## src/rtl/ysyx_22040088_mem_pkg.sv

```systemverilog
// Shared types for the IFU/LSU data-memory arbiter: FSM states, owner encoding and bus widths.
package ysyx_22040088_mem_pkg;

    localparam int unsigned MEM_ADDR_W = 64;
    localparam int unsigned MEM_DATA_W = 64;
    localparam int unsigned MEM_MASK_W = MEM_DATA_W / 8;

    typedef enum logic [1:0] {
        IDLE = 2'd0,
        REQ  = 2'd1,
        RESP = 2'd2
    } state_t;

    typedef enum logic {
        OWN_IFU = 1'b0,
        OWN_LSU = 1'b1
    } owner_t;

endpackage

```

## src/rtl/ysyx_22040088_mem_arb_if.sv

```systemverilog
// Bundle of requester and memory-side signals around the arbiter.
// slave = the arbiter itself, master = the core stages plus memory model around it.
interface ysyx_22040088_mem_arb_if
    import ysyx_22040088_mem_pkg::*;
#(
    parameter int unsigned ADDR_W = MEM_ADDR_W,
    parameter int unsigned DATA_W = MEM_DATA_W,
    parameter int unsigned MASK_W = MEM_MASK_W
);
    logic              ifu_req_valid;
    logic              ifu_req_ready;
    logic [ADDR_W-1:0] ifu_addr;
    logic              ifu_resp_valid;
    logic [DATA_W-1:0] ifu_rdata;

    logic              lsu_req_valid;
    logic              lsu_req_ready;
    logic [ADDR_W-1:0] lsu_addr;
    logic              lsu_wen;
    logic [DATA_W-1:0] lsu_wdata;
    logic [MASK_W-1:0] lsu_wmask;
    logic              lsu_resp_valid;
    logic [DATA_W-1:0] lsu_rdata;

    logic              mem_req_valid;
    logic              mem_req_ready;
    logic [ADDR_W-1:0] mem_addr;
    logic              mem_wen;
    logic [DATA_W-1:0] mem_wdata;
    logic [MASK_W-1:0] mem_wmask;
    logic              mem_resp_valid;
    logic [DATA_W-1:0] mem_rdata;

    modport slave (
        input  ifu_req_valid, ifu_addr,
        output ifu_req_ready, ifu_resp_valid, ifu_rdata,
        input  lsu_req_valid, lsu_addr, lsu_wen, lsu_wdata, lsu_wmask,
        output lsu_req_ready, lsu_resp_valid, lsu_rdata,
        output mem_req_valid, mem_addr, mem_wen, mem_wdata, mem_wmask,
        input  mem_req_ready, mem_resp_valid, mem_rdata
    );

    modport master (
        output ifu_req_valid, ifu_addr,
        input  ifu_req_ready, ifu_resp_valid, ifu_rdata,
        output lsu_req_valid, lsu_addr, lsu_wen, lsu_wdata, lsu_wmask,
        input  lsu_req_ready, lsu_resp_valid, lsu_rdata,
        input  mem_req_valid, mem_addr, mem_wen, mem_wdata, mem_wmask,
        output mem_req_ready, mem_resp_valid, mem_rdata
    );

endinterface

```

## src/rtl/ysyx_22040088_rr_arb2.sv

```systemverilog
// Combinational two-way round-robin picker; bit 0 = IFU, bit 1 = LSU.
// On a tie the requester that did not win last time is chosen.
module ysyx_22040088_rr_arb2
    import ysyx_22040088_mem_pkg::*;
(
    input  logic [1:0] req,
    input  owner_t     last,
    output logic [1:0] gnt
);

    always_comb begin
        gnt = 2'b00;
        unique case (req)
            2'b01:   gnt = 2'b01;
            2'b10:   gnt = 2'b10;
            2'b11:   gnt = (last == OWN_LSU) ? 2'b01 : 2'b10;
            default: gnt = 2'b00;
        endcase
    end

endmodule

```

## src/rtl/ysyx_22040088_mem_arb.sv

```systemverilog
// Shares one data-memory port between IFU and LSU, one transaction in flight at a time.
// Request fields are latched at grant; the response is steered back to the owner combinationally.
module ysyx_22040088_mem_arb
    import ysyx_22040088_mem_pkg::*;
#(
    parameter int unsigned ADDR_W = MEM_ADDR_W,
    parameter int unsigned DATA_W = MEM_DATA_W,
    parameter int unsigned MASK_W = MEM_MASK_W
) (
    input  logic                    clk,
    input  logic                    rst,
    ysyx_22040088_mem_arb_if.slave  bus,
    output logic                    busy,
    output logic                    stray_resp
);

    state_t            state_q;
    owner_t            owner_q;
    owner_t            last_grant_q;
    logic              mem_req_valid_q;
    logic [ADDR_W-1:0] addr_q;
    logic              wen_q;
    logic [DATA_W-1:0] wdata_q;
    logic [MASK_W-1:0] wmask_q;
    logic              stray_q;

    logic [1:0] req;
    logic [1:0] gnt;
    logic       idle;

    assign req  = {bus.lsu_req_valid, bus.ifu_req_valid};
    assign idle = (state_q == IDLE);

    ysyx_22040088_rr_arb2 u_rr_arb2 (
        .req  (req),
        .last (last_grant_q),
        .gnt  (gnt)
    );

    always_ff @(posedge clk) begin
        if (rst) begin
            state_q         <= IDLE;
            owner_q         <= OWN_IFU;
            last_grant_q    <= OWN_LSU;
            mem_req_valid_q <= 1'b0;
            addr_q          <= '0;
            wen_q           <= 1'b0;
            wdata_q         <= '0;
            wmask_q         <= '0;
            stray_q         <= 1'b0;
        end else begin
            // A response is only legitimate while waiting for one.
            if (bus.mem_resp_valid && (state_q != RESP)) begin
                stray_q <= 1'b1;
            end
            unique case (state_q)
                IDLE: begin
                    if (gnt[1]) begin
                        owner_q         <= OWN_LSU;
                        last_grant_q    <= OWN_LSU;
                        addr_q          <= bus.lsu_addr;
                        wen_q           <= bus.lsu_wen;
                        wdata_q         <= bus.lsu_wdata;
                        wmask_q         <= bus.lsu_wmask;
                        mem_req_valid_q <= 1'b1;
                        state_q         <= REQ;
                    end else if (gnt[0]) begin
                        owner_q         <= OWN_IFU;
                        last_grant_q    <= OWN_IFU;
                        addr_q          <= bus.ifu_addr;
                        wen_q           <= 1'b0;
                        wdata_q         <= '0;
                        wmask_q         <= '0;
                        mem_req_valid_q <= 1'b1;
                        state_q         <= REQ;
                    end
                end
                REQ: begin
                    if (bus.mem_req_ready) begin
                        mem_req_valid_q <= 1'b0;
                        state_q         <= RESP;
                    end
                end
                RESP: begin
                    if (bus.mem_resp_valid) begin
                        state_q <= IDLE;
                    end
                end
                default: begin
                    state_q         <= IDLE;
                    mem_req_valid_q <= 1'b0;
                end
            endcase
        end
    end

    assign bus.ifu_req_ready = idle && gnt[0];
    assign bus.lsu_req_ready = idle && gnt[1];

    assign bus.mem_req_valid = mem_req_valid_q;
    assign bus.mem_addr      = addr_q;
    assign bus.mem_wen       = wen_q;
    assign bus.mem_wdata     = wdata_q;
    assign bus.mem_wmask     = wmask_q;

    assign bus.ifu_resp_valid = (state_q == RESP) && bus.mem_resp_valid && (owner_q == OWN_IFU);
    assign bus.lsu_resp_valid = (state_q == RESP) && bus.mem_resp_valid && (owner_q == OWN_LSU);
    assign bus.ifu_rdata      = bus.mem_rdata;
    assign bus.lsu_rdata      = bus.mem_rdata;

    assign busy       = !idle;
    assign stray_resp = stray_q;

endmodule

```

## src/flat_wrapper.sv

```systemverilog
// flat-port wrapper written by rule: the top's interface ports become plain ports
module ysyx_22040088_mem_arb_flat import ysyx_22040088_mem_pkg::*;
#(
    parameter int unsigned ADDR_W = MEM_ADDR_W,
    parameter int unsigned DATA_W = MEM_DATA_W,
    parameter int unsigned MASK_W = MEM_MASK_W
)
  (clk, rst, busy, stray_resp, bus_ifu_req_valid, bus_ifu_addr, bus_ifu_req_ready, bus_ifu_resp_valid, bus_ifu_rdata, bus_lsu_req_valid, bus_lsu_addr, bus_lsu_wen, bus_lsu_wdata, bus_lsu_wmask, bus_lsu_req_ready, bus_lsu_resp_valid, bus_lsu_rdata, bus_mem_req_valid, bus_mem_addr, bus_mem_wen, bus_mem_wdata, bus_mem_wmask, bus_mem_req_ready, bus_mem_resp_valid, bus_mem_rdata);
  ysyx_22040088_mem_arb_if #(.ADDR_W(ADDR_W), .DATA_W(DATA_W), .MASK_W(MASK_W)) bus_i ();
  input  logic clk;
  input  logic rst;
  output logic busy;
  output logic stray_resp;
  input wire logic [$bits(bus_i.ifu_req_valid)-1:0] bus_ifu_req_valid;
  input wire logic [$bits(bus_i.ifu_addr)-1:0] bus_ifu_addr;
  output wire logic [$bits(bus_i.ifu_req_ready)-1:0] bus_ifu_req_ready;
  output wire logic [$bits(bus_i.ifu_resp_valid)-1:0] bus_ifu_resp_valid;
  output wire logic [$bits(bus_i.ifu_rdata)-1:0] bus_ifu_rdata;
  input wire logic [$bits(bus_i.lsu_req_valid)-1:0] bus_lsu_req_valid;
  input wire logic [$bits(bus_i.lsu_addr)-1:0] bus_lsu_addr;
  input wire logic [$bits(bus_i.lsu_wen)-1:0] bus_lsu_wen;
  input wire logic [$bits(bus_i.lsu_wdata)-1:0] bus_lsu_wdata;
  input wire logic [$bits(bus_i.lsu_wmask)-1:0] bus_lsu_wmask;
  output wire logic [$bits(bus_i.lsu_req_ready)-1:0] bus_lsu_req_ready;
  output wire logic [$bits(bus_i.lsu_resp_valid)-1:0] bus_lsu_resp_valid;
  output wire logic [$bits(bus_i.lsu_rdata)-1:0] bus_lsu_rdata;
  output wire logic [$bits(bus_i.mem_req_valid)-1:0] bus_mem_req_valid;
  output wire logic [$bits(bus_i.mem_addr)-1:0] bus_mem_addr;
  output wire logic [$bits(bus_i.mem_wen)-1:0] bus_mem_wen;
  output wire logic [$bits(bus_i.mem_wdata)-1:0] bus_mem_wdata;
  output wire logic [$bits(bus_i.mem_wmask)-1:0] bus_mem_wmask;
  input wire logic [$bits(bus_i.mem_req_ready)-1:0] bus_mem_req_ready;
  input wire logic [$bits(bus_i.mem_resp_valid)-1:0] bus_mem_resp_valid;
  input wire logic [$bits(bus_i.mem_rdata)-1:0] bus_mem_rdata;
  assign bus_i.ifu_req_valid = bus_ifu_req_valid;
  assign bus_i.ifu_addr = bus_ifu_addr;
  assign bus_ifu_req_ready = bus_i.ifu_req_ready;
  assign bus_ifu_resp_valid = bus_i.ifu_resp_valid;
  assign bus_ifu_rdata = bus_i.ifu_rdata;
  assign bus_i.lsu_req_valid = bus_lsu_req_valid;
  assign bus_i.lsu_addr = bus_lsu_addr;
  assign bus_i.lsu_wen = bus_lsu_wen;
  assign bus_i.lsu_wdata = bus_lsu_wdata;
  assign bus_i.lsu_wmask = bus_lsu_wmask;
  assign bus_lsu_req_ready = bus_i.lsu_req_ready;
  assign bus_lsu_resp_valid = bus_i.lsu_resp_valid;
  assign bus_lsu_rdata = bus_i.lsu_rdata;
  assign bus_mem_req_valid = bus_i.mem_req_valid;
  assign bus_mem_addr = bus_i.mem_addr;
  assign bus_mem_wen = bus_i.mem_wen;
  assign bus_mem_wdata = bus_i.mem_wdata;
  assign bus_mem_wmask = bus_i.mem_wmask;
  assign bus_i.mem_req_ready = bus_mem_req_ready;
  assign bus_i.mem_resp_valid = bus_mem_resp_valid;
  assign bus_i.mem_rdata = bus_mem_rdata;
  ysyx_22040088_mem_arb #(.ADDR_W(ADDR_W), .DATA_W(DATA_W), .MASK_W(MASK_W)) u_core (.clk(clk), .rst(rst), .bus(bus_i), .busy(busy), .stray_resp(stray_resp));
endmodule
```

## config.mk

```make
export PLATFORM = sky130hd
export DESIGN_NAME = ysyx_22040088_mem_arb_flat
export DESIGN_NICKNAME = d
export VERILOG_FILES = /design/src/rtl/ysyx_22040088_mem_pkg.sv /design/src/rtl/ysyx_22040088_mem_arb_if.sv /design/src/rtl/ysyx_22040088_rr_arb2.sv /design/src/rtl/ysyx_22040088_mem_arb.sv /design/src/flat_wrapper.sv
export SDC_FILE = /design/constraint.sdc
export NUM_CORES = 1
export LEC_CHECK = 0
export ABC_AREA = 0
export CAP_MARGIN = 20
export CELL_PAD_IN_SITES_DETAIL_PLACEMENT = 1
export CELL_PAD_IN_SITES_GLOBAL_PLACEMENT = 1
export CORE_AREA = 4 4 212 214
export CTS_CLUSTER_SIZE = 40
export DETAILED_ROUTE_END_ITERATION = 7
export DIE_AREA = 0 0 216 218
export PLACE_DENSITY_LB_ADDON = 0.15
export SYNTH_ARGS = -nofsm -noshare
export SYNTH_HDL_FRONTEND = slang
export SYNTH_SLANG_ARGS = --single-unit
```

## constraint.sdc

```tcl
create_clock -name clk -period 1.8 [get_ports clk]
set_input_delay 0.36 -clock clk [delete_from_list [all_inputs] [get_ports clk]]
set_output_delay 0.36 -clock clk [all_outputs]
set_load 0.01 [all_outputs]
```

==> run summary <==
* **worst IR drop on VDD** 0.472 mV
* **placed cell area** 10300 µm²
* **Mapped Avg Cell Area** 9.80 µm²
* **largest net degree at the start of global routing** 68
* **gate count of the mapped netlist** 699
* **most common flop cell mapped by yosys** sky130_fd_sc_hd__dfxtp_1
* **Tightest Pin Transition** 0.452 ns
* **clock share of power** 39.6%
* **Global Route Usage Sum** 12.9%
* **required time at the worst-slack endpoint** 2.17 ns
* **number of nets produced by synthesis** 970
* **switching power total** 2.94 mW
* **clock-pin slew on the worst setup and hold paths** 0.07 ns
* **post-detail-place hpwl** 22.8 mm
* **EDFF count, synth** 0
* **via count of the first global-routing pass** 6543
* **CP Launch Type** flip-flop
* **die boundary height** 218 µm
* **Max Cap Violations** 0
* **Sw Ratio** 30.1%
* **wire length per cell after detailed routing** 20.5 µm
* **clock buffer depth** 2
* **critical path capture point type** flip-flop
* **Placer Congestion** 0.697
* **Detailed Route WL** 31.2 mm
* **post-detailed-route count of antenna-violating nets** 0
* **deepest level of the CTS H-tree** 4
* **Yosys cell types** 27
* **clock tree sinks** 143
* **total global routing overflow** 0
* **ratio of cells with drive above 1 in the final layout** 10.8%
* **cell at the root of the clock tree** sky130_fd_sc_hd__clkbuf_16
* **proportion of register bits with asynchronous set or reset after synthesis** 0%
* **# port buffers** 350
* **overall power consumption** 9.78 mW
* **worst hold path cell count** 2
* **wire length of the first global-routing pass** 45.3 mm
* **number of synthesized register bits** 143
* **unrepaired setup endpoints after global routing** yes
* **Internal Pwr Total** 6.84 mW
* **status** completed
* **post-route cell area** 11000 µm²
* **final net count** 1186
* **largest stage delay on the critical path** 0.37 ns
* **# rows** 76
* **Hold Violations, Final** 0
* **Die X** 216 µm
* **upper clock frequency limit** 572 MHz
* **final slew viol count** 0
* **Iteration-0 DRC Markers** 201
* **areal power density over the cells** 892 nW/µm²
* **fraction of the yosys area taken by sequential cells** 41.8%
* **I/O pin count** 543
* **initial core utilization** 16.0%
* **critical path start-end classification** reg -> reg
* **sequential fraction of design power** 36.8%
* **DRC violations left** 0
* **final critical path time including I/O delays and setup** 1.75 ns
* **Slowest-stage cell, CP** sky130_fd_sc_hd__dfxtp_4
* **Post-Syn Area** 6850 µm²
* **later-pin clock latency in the skew report** 0.48 ns
* **worst hold path class** reg -> reg
* **antenna violations before repair** 5
* **detail-routed via count per cell** 4.10
* **Pleak** 4.36 nW
* **placeable core region** 42900 µm²
* **depth of the worst register-to-register path** 6
* **cell mode on critical path** sky130_fd_sc_hd__buf_12
* **die area** 47100 µm²
* **vias after detailed routing** 6210
* **signal arrival time at the worst endpoint** 2.12 ns
* **Critical Path Fanout Max** 67
* **clock tree from TritonCTS** built
* **relative area change from synthesis to final layout** 60.2%
* **warnings from Yosys** 0
* **Max Clock Skew** 0.0161 ns
* **crit share post-route** 97.1%
* **part of the power in combinational logic** 23.6%
* **final setup violation count** 0
* **Rel. slew slack** 69.8%
* **detailed-routing iteration count for the pre-antenna-repair pass** 4
* **cell-by-cell listing of the critical path** nor2_4, buf_4, buf_12, a21oi_4, buf_12, a22o_1
* **TritonCTS buffer count** 17
## Yosys cell counts, drive strengths merged, types with 2 or more instances
cell | count | area [µm²]
nor3b | 2 | 15.0
a21oi | 68 | 340
a22o | 73 | 639
nand2 | 4 | 15.0
nor4b | 64 | 561
nor3 | 65 | 337
buf | 162 | 1190
clkbuf | 38 | 143
nor2 | 5 | 26.3
dfxtp | 143 | 2860
or4b | 64 | 641
## repair_timing
action	4_1_cts	5_1_grt
hold buffers	0	0
pin swaps	2	1
resized for setup	91	16
buffers inserted	3	1
endpoints found under the hold margin	0	0
setup endpoints to repair	74	38
## final timing paths
path                                                end         startpoint  slack, ns
worst max-delay path            u_core.bus.mem_wmask[1]  u_core.state_q[1]       0.05
worst min-delay path                  u_core.stray_resp  u_core.stray_resp       0.47
worst max register to register  u_core.bus.mem_wmask[1]  u_core.state_q[1]       0.05
worst min register to register        u_core.stray_resp  u_core.stray_resp       0.47
## metal layers
layer | wire length (µm) | share of wire [%] | vias to the layer above | global-route usage (%)
met5 | 17 | 0.055 | - | 0
met4 | 453 | 1.5 | 4 | 4.59
met3 | 3730 | 12 | 36 | 7.84
met2 | 14500 | 47 | 318 | 20.7
met1 | 12400 | 40 | 2910 | 14.2
li1 | - | - | 2942 | -
## power by group through the flow
| stage | Combinational (mW) | Sequential (mW) | Clock [mW] |
|---|---|---|---|
| final | 2.31 | 3.60 | 3.87 |
| after global routing | 2.51 | 3.64 | 4.21 |
| after CTS | 2.37 | 3.60 | 4.10 |
| after detailed placement | 2.44 | 3.67 | 0 |
| after global placement | 2.45 | 3.67 | 0 |
| after floorplan | 1.10 | 3.78 | 0 |
## state kept, by name, summed over array words and instances (netlist names)
name	count
u_core.bus.mem_addr	64
u_core.bus.mem_wdata	64
u_core.bus.mem_wmask	8
u_core.state_q	2
u_core.bus.mem_req_valid	1
u_core.bus.mem_wen	1
u_core.last_grant_q	1
u_core.owner_q	1
u_core.stray_resp	1
## layout make-up
cell class / count / area [µm²]
antenna: 3 / 7.51
multi-input combinational: 355 / 2700
sequential: 143 / 2870
tap: 585 / 732
fill: 4869 / 31900
clock buffer: 17 / 425
timing repair buffer: 397 / 4030
inverter: 1 / 6.26
clock inverter: 15 / 200
## cells by family (layout without fill, tap and decap cells)
family / after synthesis / after routing / synth area share, %
AND/OR/NAND/NOR: 208 / 208 / 23.7
buffers and inverters: 201 / 430 / 19.5
AO/OA/AOI/OAI: 147 / 147 / 15.0
flip-flops: 143 / 143 / 41.8
other: 0 / 3 / 0
## cells in the final DEF, fill, tap and decap left out, types with 7 or more instances in the layout
cell                                n
sky130_fd_sc_hd__clkbuf_16         17
sky130_fd_sc_hd__dlygate4sd2_1     61
sky130_fd_sc_hd__a21oi_1           67
sky130_fd_sc_hd__nor3_1            64
sky130_fd_sc_hd__a22o_1            73
sky130_fd_sc_hd__buf_2              7
sky130_fd_sc_hd__dfxtp_1          141
sky130_fd_sc_hd__buf_4             26
sky130_fd_sc_hd__dlymetal6s2s_1    16
sky130_fd_sc_hd__nor4b_1           64
sky130_fd_sc_hd__clkdlybuf4s50_1  266
sky130_fd_sc_hd__buf_12            19
sky130_fd_sc_hd__or4b_1            64
## metrics by stage
step	setup TNS (ns)	setup WS (ns)	std cells	hold slack, ns	util, %
floorplan	0	0.128	699	0.461	-
global placement	-25.57	-0.326	1478	0.455	24.1
detailed placement	-25.34	-0.356	1478	0.455	24.1
CTS	-0.0420	-0.0272	1512	0.419	25.4
global route	-0.0681	-0.0208	1515	0.435	25.6
finish	0	0.0524	1516	0.467	25.6
## worst max-delay path: cells and delay by family, from the launching register on
kind,cells,cell delay [ns]
buffers and inverters,3,0.62
AND/OR/NAND/NOR,1,0.16
AO/OA/AOI/OAI,2,0.34
flip-flops,1,0.37
Power figures use the tool's default switching activity.
